$ cat src/rtl/toy_cpu_gen.sv
// Parametrised toy CPU: assembles instruction words from narrow in_data chunks, then executes one per EXEC cycle.
// Results land on the edge that ends EXEC; in_ready drops only during EXEC.
module toy_cpu_gen #(
    parameter int DATA_W = 8,
    parameter int RA_W   = 3,
    parameter int IN_W   = 6
) (
    input  logic              clk,
    input  logic              rst,
    input  logic              in_valid,
    input  logic [IN_W-1:0]   in_data,
    output logic              in_ready,
    output logic [DATA_W-1:0] out,
    output logic              flag_z,
    output logic              flag_c,
    output logic              retired
);
    localparam int INSTR_W = 4 + 2*RA_W + DATA_W;
    localparam int NCHUNK  = (INSTR_W + IN_W - 1) / IN_W;
    localparam int CNT_W   = $clog2(NCHUNK + 1);
    localparam int NREGS   = 2**RA_W;

    localparam logic [3:0] OP_LDI = 4'h1, OP_ADD = 4'h2, OP_SUB = 4'h3, OP_AND = 4'h4,
                           OP_OR  = 4'h5, OP_XOR = 4'h6, OP_SHL = 4'h7, OP_SHR = 4'h8,
                           OP_ADC = 4'h9, OP_OUT = 4'hA, OP_SKZ = 4'hB, OP_CMP = 4'hC;

    typedef enum logic {FETCH, EXEC} state_t;

    state_t             state, state_nxt;
    logic [CNT_W-1:0]   cnt;
    logic [INSTR_W-1:0] word;
    logic [DATA_W-1:0]  regs [NREGS];
    logic               skip_pending;
    logic               accept;
    logic               last_chunk;

    logic [3:0]         op;
    logic [RA_W-1:0]    dest, a_idx, b_idx;
    logic [DATA_W-1:0]  imm, va, vb;
    logic [DATA_W:0]    res;
    logic               wr_en, flag_en;

    assign last_chunk = (cnt == CNT_W'(NCHUNK - 1));

    always_ff @(posedge clk) begin
        if (rst) state <= FETCH;
        else     state <= state_nxt;
    end

    always_comb begin
        state_nxt = state;
        in_ready  = 1'b0;
        accept    = 1'b0;
        retired   = 1'b0;
        case (state)
            FETCH: begin
                in_ready = 1'b1;
                accept   = in_valid;
                if (in_valid && last_chunk) state_nxt = EXEC;
            end
            EXEC: begin
                retired   = !skip_pending;
                state_nxt = FETCH;
            end
            default: state_nxt = FETCH;
        endcase
    end

    // New chunk enters at the LSB end; anything above INSTR_W (chunk-0 padding) falls off the top.
    always_ff @(posedge clk) begin
        if (rst) begin
            cnt  <= '0;
            word <= '0;
        end else if (accept) begin
            word <= INSTR_W'({word, in_data});
            cnt  <= last_chunk ? '0 : cnt + 1'b1;
        end
    end

    assign op    = word[INSTR_W-1 -: 4];
    assign dest  = word[INSTR_W-5 -: RA_W];
    assign a_idx = word[DATA_W+RA_W-1 -: RA_W];
    assign imm   = word[DATA_W-1:0];
    assign b_idx = imm[RA_W-1:0];

    // res carries the carry/borrow in its top bit and the data result below it.
    always_comb begin
        va      = regs[a_idx];
        vb      = regs[b_idx];
        res     = '0;
        wr_en   = 1'b0;
        flag_en = 1'b0;
        case (op)
            OP_LDI: begin res = {1'b0, imm};                 wr_en = 1'b1; end
            OP_ADD: begin res = {1'b0, va} + {1'b0, vb};     wr_en = 1'b1; flag_en = 1'b1; end
            OP_SUB: begin res = {1'b0, va} - {1'b0, vb};     wr_en = 1'b1; flag_en = 1'b1; end
            OP_AND: begin res = {1'b0, va & vb};             wr_en = 1'b1; flag_en = 1'b1; end
            OP_OR:  begin res = {1'b0, va | vb};             wr_en = 1'b1; flag_en = 1'b1; end
            OP_XOR: begin res = {1'b0, va ^ vb};             wr_en = 1'b1; flag_en = 1'b1; end
            OP_SHL: begin res = {va, 1'b0};                  wr_en = 1'b1; flag_en = 1'b1; end
            OP_SHR: begin res = {va[0], 1'b0, va[DATA_W-1:1]}; wr_en = 1'b1; flag_en = 1'b1; end
            OP_ADC: begin
                res     = {1'b0, va} + {1'b0, vb} + {{DATA_W{1'b0}}, flag_c};
                wr_en   = 1'b1;
                flag_en = 1'b1;
            end
            OP_CMP: begin res = {1'b0, va} - {1'b0, vb};     flag_en = 1'b1; end
            default: ;
        endcase
    end

    always_ff @(posedge clk) begin
        if (rst) begin
            out          <= '0;
            flag_z       <= 1'b0;
            flag_c       <= 1'b0;
            skip_pending <= 1'b0;
            for (int i = 0; i < NREGS; i++) regs[i] <= '0;
        end else if (state == EXEC) begin
            if (skip_pending) begin
                skip_pending <= 1'b0;
            end else begin
                if (wr_en) regs[dest] <= res[DATA_W-1:0];
                if (flag_en) begin
                    flag_z <= (res[DATA_W-1:0] == '0);
                    flag_c <= res[DATA_W];
                end
                if (op == OP_OUT) out <= va;
                if (op == OP_SKZ) skip_pending <= flag_z;
            end
        end
    end

endmodule
$ cat config.mk
export PLATFORM = sky130hd
export DESIGN_NAME = toy_cpu_gen
export DESIGN_NICKNAME = d
export VERILOG_FILES = /design/src/rtl/toy_cpu_gen.sv
export SDC_FILE = /design/constraint.sdc
export NUM_CORES = 1
export LEC_CHECK = 0
export CORE_ASPECT_RATIO = 0.9
export CORE_MARGIN = 3
export CORE_UTILIZATION = 40
export DETAILED_ROUTE_END_ITERATION = 16
export HOLD_SLACK_MARGIN = 0.03
export REMOVE_ABC_BUFFERS = 1
export SYNTH_ARGS = -nofsm -noshare
export SYNTH_HDL_FRONTEND = slang
export SYNTH_SLANG_ARGS = --single-unit
$ cat constraint.sdc
create_clock -name clk -period 5.5 [get_ports clk]
set_input_delay 1.65 -clock clk [delete_from_list [all_inputs] [get_ports clk]]
set_output_delay 1.65 -clock clk [all_outputs]
set_load 0.01 [all_outputs]
## Yosys cells after proc, flatten, opt, wreduce, memory -nomap -nowiden

Memories as Yosys holds them, arrays and structs flattened. A register that Yosys moved wholly into a read port is not among the register bits.
Index checks and enable logic that the tools add are counted.

- Input port bits: 9
- Output and inout bits: 12
- Memories: 1
- Bits in registers: 32
- Logic and storage cells: 64
- Memory bits (writable): 64

Memory list:

| name | depth | bits a word | rd ports | clocked after Yosys merged registers in | write ports | line | RTL |
|---|---|---|---|---|---|---|---|
| regs | 8 | 8 | 2 | 2 | 8 | 32 | `logic [DATA_W-1:0] regs [NREGS];` |

- Equality and inequality tests: 13
- Reductions and logical operators: 9
- $add $sub $neg: 4
- Mux-type cells: 25
- Bitwise logic cells: 5

Operators with widths:

| operator | count |
|---|---|
| $pmux W9 S9 | 1 |
| $eq A4 B4 Y1 const B | 5 |
| $reduce_or A9 Y1 | 2 |
| $eq A4 B3 Y1 const B | 4 |
| $mux W1 | 16 |
| $mux W3 | 5 |
| $add A8 B8 Y9 | 1 |
| $add A9 B1 Y9 | 1 |
| $sub A8 B8 Y9 | 1 |
| $and A8 B8 Y8 | 1 |
| $eq A4 B2 Y1 const B | 2 |
| $logic_not A8 Y1 | 1 |
| $mux W8 | 1 |
| $or A8 B8 Y8 | 1 |
| $reduce_or A8 Y1 | 1 |
| $xor A8 B8 Y8 | 1 |
| $reduce_and A3 Y1 | 2 |
| $eq A4 B1 Y1 const B | 1 |
| $add A2 B1 Y2 const B | 1 |
| $eq A2 B2 Y1 const B | 1 |
| $mux W2 | 1 |
| $not A1 Y1 | 2 |
| $pmux W1 S2 | 1 |
| $reduce_or A2 Y1 | 1 |
| 2 further kinds | 2 |

## Logic depth before layout (Yosys ltp)

Gate-level depths: netlist of run 1.

- Depth in word-level cells: 10
- Mapped depth: 17
- Gate-level depth less buffers: 15

## Worst setup path before layout of run 1

No wires, ideal clock.

- Path kind: register -> register
- Start point: register (tool-made name)
- End point: register flag_z
- Path slack: 971 ps
- Arrival time: 4433 ps
- Cell stages (with the launch flop): 18
- Data required time: 5404 ps
- Path buffers: 2
- Path through: dfxtp_1 clkbuf_1 buf_1 mux4_2 mux2i_1 inv_1 ha_1 inv_1 fa_1 inv_1 ha_1 mux2_2 a32oi_1 o221ai_1 a211oi_4 and3_1 nand4_2 o41ai_2

RTL lines:

| element | line | RTL |
|---|---|---|
| end signal, assigned | 125 | `flag_z <= (res[DATA_W-1:0] == '0);` |
| end, declared | 14 | `output logic flag_z,` |

==> results of run 1 <==
## area by class of cell
type | count | area, um2
Timing Repair Buffer | 29 | 268
Sequential cell | 102 | 2680
Clock buffer | 13 | 240
Clock inverter | 3 | 28.8
Inverter | 32 | 120
Fill cell | 1422 | 8140
Tap cell | 198 | 248
Multi-Input combinational cell | 435 | 3300
## layer usage
metal	track usage	vias to the layer above
met4	0.0593	0
met2	0.326	192
met5	0	-
met3	0.0440	21
li1	-	2199
met1	0.280	2366
## registers in the layout (all words and copies together) (netlist names), named ones only
signal        cells
state             1
out               8
flag_z            1
cnt               2
skip_pending      1
flag_c            1
word             18
regs             64
## layout by cell type, fill, tap and decap left out, types with 4 or more instances in the layout
cell	n
mux2_2	8
nor3b_1	4
ha_1	26
clkdlybuf4s50_1	20
edfxtp_1	64
buf_4	9
clkbuf_1	4
inv_1	30
nand2_1	52
a21oi_1	48
o21ai_0	6
mux2i_1	25
xnor2_1	9
nor2_1	100
xor2_1	5
nor2b_1	8
dfxtp_1	38
clkbuf_16	9
nor3_1	7
nand2b_1	17
nand3_1	7
mux4_2	27
## cells by family (layout without fill, tap and decap cells)
kind of cell / count (synthesis) / count (layout) / synth area share
AO/OA/AOI/OAI: 111 / 111 / 0.127
XOR/XNOR: 14 / 14 / 0.0196
adder cells (fa/ha/maj): 28 / 28 / 0.0583
buffers and inverters: 67 / 77 / 0.0451
flip-flops: 102 / 102 / 0.428
multiplexers: 63 / 63 / 0.161
AND/OR/NAND/NOR: 219 / 219 / 0.161
## power by group through the flow
stage          Sequential [mW]  Clock [mW]  Combinational (mW)
5_1_grt                  0.861       0.636               0.325
4_1_cts                  0.857       0.613               0.296
6_report                 0.857       0.600               0.301
2_1_floorplan            0.870           0               0.208
3_3_place_gp             0.873           0               0.295
3_5_place_dp             0.874           0               0.295
## per-stage QoR
stage	setup slack (ns)	cells	area (um2)
2_1_floorplan	1.03	569	6100
3_3_place_gp	0.615	796	6620
3_5_place_dp	0.612	796	6620
4_1_cts	0.607	812	6890
5_1_grt	0.232	812	6890
6_report	0.416	812	6890
## cells in the mapped netlist, drive strengths merged, types with 4 or more instances
| master | instances |
|---|---|
| dfxtp | 38 |
| xnor2 | 9 |
| edfxtp | 64 |
| mux2i | 28 |
| xor2 | 5 |
| nor2b | 8 |
| o22ai | 4 |
| a311oi | 4 |
| inv | 32 |
| a211oi | 6 |
| nor3b | 4 |
| nand2b | 17 |
| a21oi | 48 |
| buf | 11 |
| nor2 | 101 |
| o21ai | 7 |
| ha | 26 |
| clkbuf | 24 |
| nand2 | 52 |
| nor3 | 7 |
| nand3 | 7 |
| mux2 | 8 |
| mux4 | 27 |
## worst max-delay path, cell delays in order, from the launching register on
cell and delay (ns):
dfxtp_1 0.50, buf_4 0.41, mux4_2 0.29, nor2_1 0.04, a311oi_1 0.91, inv_1 0.16
ha_1 0.57, nand3_1 0.19, o2111ai_1 0.24, xnor2_1 0.26, and4_1 0.33, xor2_1 0.14
a211oi_2 0.64, nor2_1 0.09
## worst paths after layout
path	from	end	slack (ns)
worst min register to register	word[10]	word[16]	0.46
worst max register to register	register	regs[6][6]	0.42
worst max-delay path	register	regs[6][6]	0.42
worst min-delay path	word[10]	word[16]	0.46
==> results.md, run 1 <==
- Post-Synthesis Mean Instance Area: 10.4 um2
- Psw: 0.494 mW
- Switching fraction of total power: 0.281
- Final Max Tran Viols: 0
- Power Total: 1.76 mW
- Root Driver: clkbuf_16
- Largest net degree at the start of global routing: 42
- Final worst-path cycle share: 0.924
- Synth Flop Type: edfxtp_1
- H-tree depth: 3
- Post-synth top area share: 0.307
- Int Pwr: 1.26 mW
- Max VDD drop: 0.000201 V
- Share of power burned in registers: 0.488
- CTS tree: done
- Share of post-route cells with drive strength above 1: 0.121
- Ys async rst share: 0
- CTS buffer count: 9
- Metal-1 WL: 7420 um
- Total core area: 0.0150 mm2
- Slew Limit Headroom: 0.216
- Fmax achieved: 197 MHz
- DRC Markers: 0
- CP Data Arrival Time: 5.16 ns
- Vias in the first global route: 4,711
- PortBufs: 20
- Max Cap Viol: 0
- Initial Util: 0.417
- Clk pwr share: 0.341
- Routed len/inst: 21.3 um
- Final setup fails: 0
- GP Congestion: 0.962
- Final Skew: 0.0108 ns
- Post-synthesis sequential area ratio: 0.428
- Clock buffer depth: 2
- Lkg Pwr: 2.40 nW
- Worst-path clk slew: 0.07 ns
- Drt pass-1 iters: 5
- Post-CTS Setup Inserts: 0
- Crit Path Category: reg -> reg
- Chip width: 138 um
- Synthesized netlist cell count: 604
- Post-CTS Resized: 0
- CTS hold repair buffers: 0
- Hold Crit Class: reg -> reg
- Clock Sinks: 102
- Worst Hold Depth: 2
- Met2 routed WL: 8270 um
- Cell area power density: 255 mW/mm2
- Reg2reg path depth: 13
- Status: completed
- Top cells by area, synth: edfxtp_1 31%, dfxtp_1 12%, mux4_2 9.7%
- Post-route minimum period: 5.08 ns
- WL met3: 1270 um
- Final Hold Fails: 0
- WHS: 0.458 ns
- Global route overflow: 0
- Post-DRT Antenna Nets: 0
- DRT iter0 DRCs: 456
- Unrepaired setup endpoints after global routing: false
- Antenna Cells: 0
- IO Pins: 21
- Crit end category: register
- Post-synth design cell area: 0.00626 mm2
- Initial antenna violation count: 0
- Post-synth top area cell: edfxtp_1
- Startpoint Class: register
- Die area: 0.0172 mm2
- Routed WL: 17,300 um
- Final #Nets: 646
- GRT Overall Usage: 0.204
- Max FO, Critical Path: 20
- DP HPWL: 12,600 um
- Total Negative Setup Slacks: 0 ns
- Synth Warn #: 0
- P&R area growth vs syn: 9.93%
- Core Util, Final: 0.458
- Distinct cells, synth: 71
- Die Ht: 125 um
- EDFF count, synth: 64
- Avg Vias per Cell: 5.88
- #FFs+latches synth: 102
- Least-Margin Pin Slew: 1.17 ns
- Vias: 4,778
- Logic gate share of total power: 0.171
- # rows: 42
- Worst endpoint required time: 5.58 ns
- Top layer in use: met4
- Worst-Skew Late Latency: 0.35 ns
- First-pass GRT wire length: 26,600 um
(Power assumes the default switching activity.)
==> run 2: changes to the inputs <==
--- a/config.mk
+++ b/config.mk
@@ -11,6 +11,7 @@
 export DETAILED_ROUTE_END_ITERATION = 16
 export HOLD_SLACK_MARGIN = 0.03
 export REMOVE_ABC_BUFFERS = 1
+export SKIP_LAST_GASP = 1
 export SYNTH_ARGS = -nofsm -noshare
 export SYNTH_HDL_FRONTEND = slang
 export SYNTH_SLANG_ARGS = --single-unit
==> results of run 2 <==
Same layout as run 1: the final DEF is identical, and so are final timing and power.
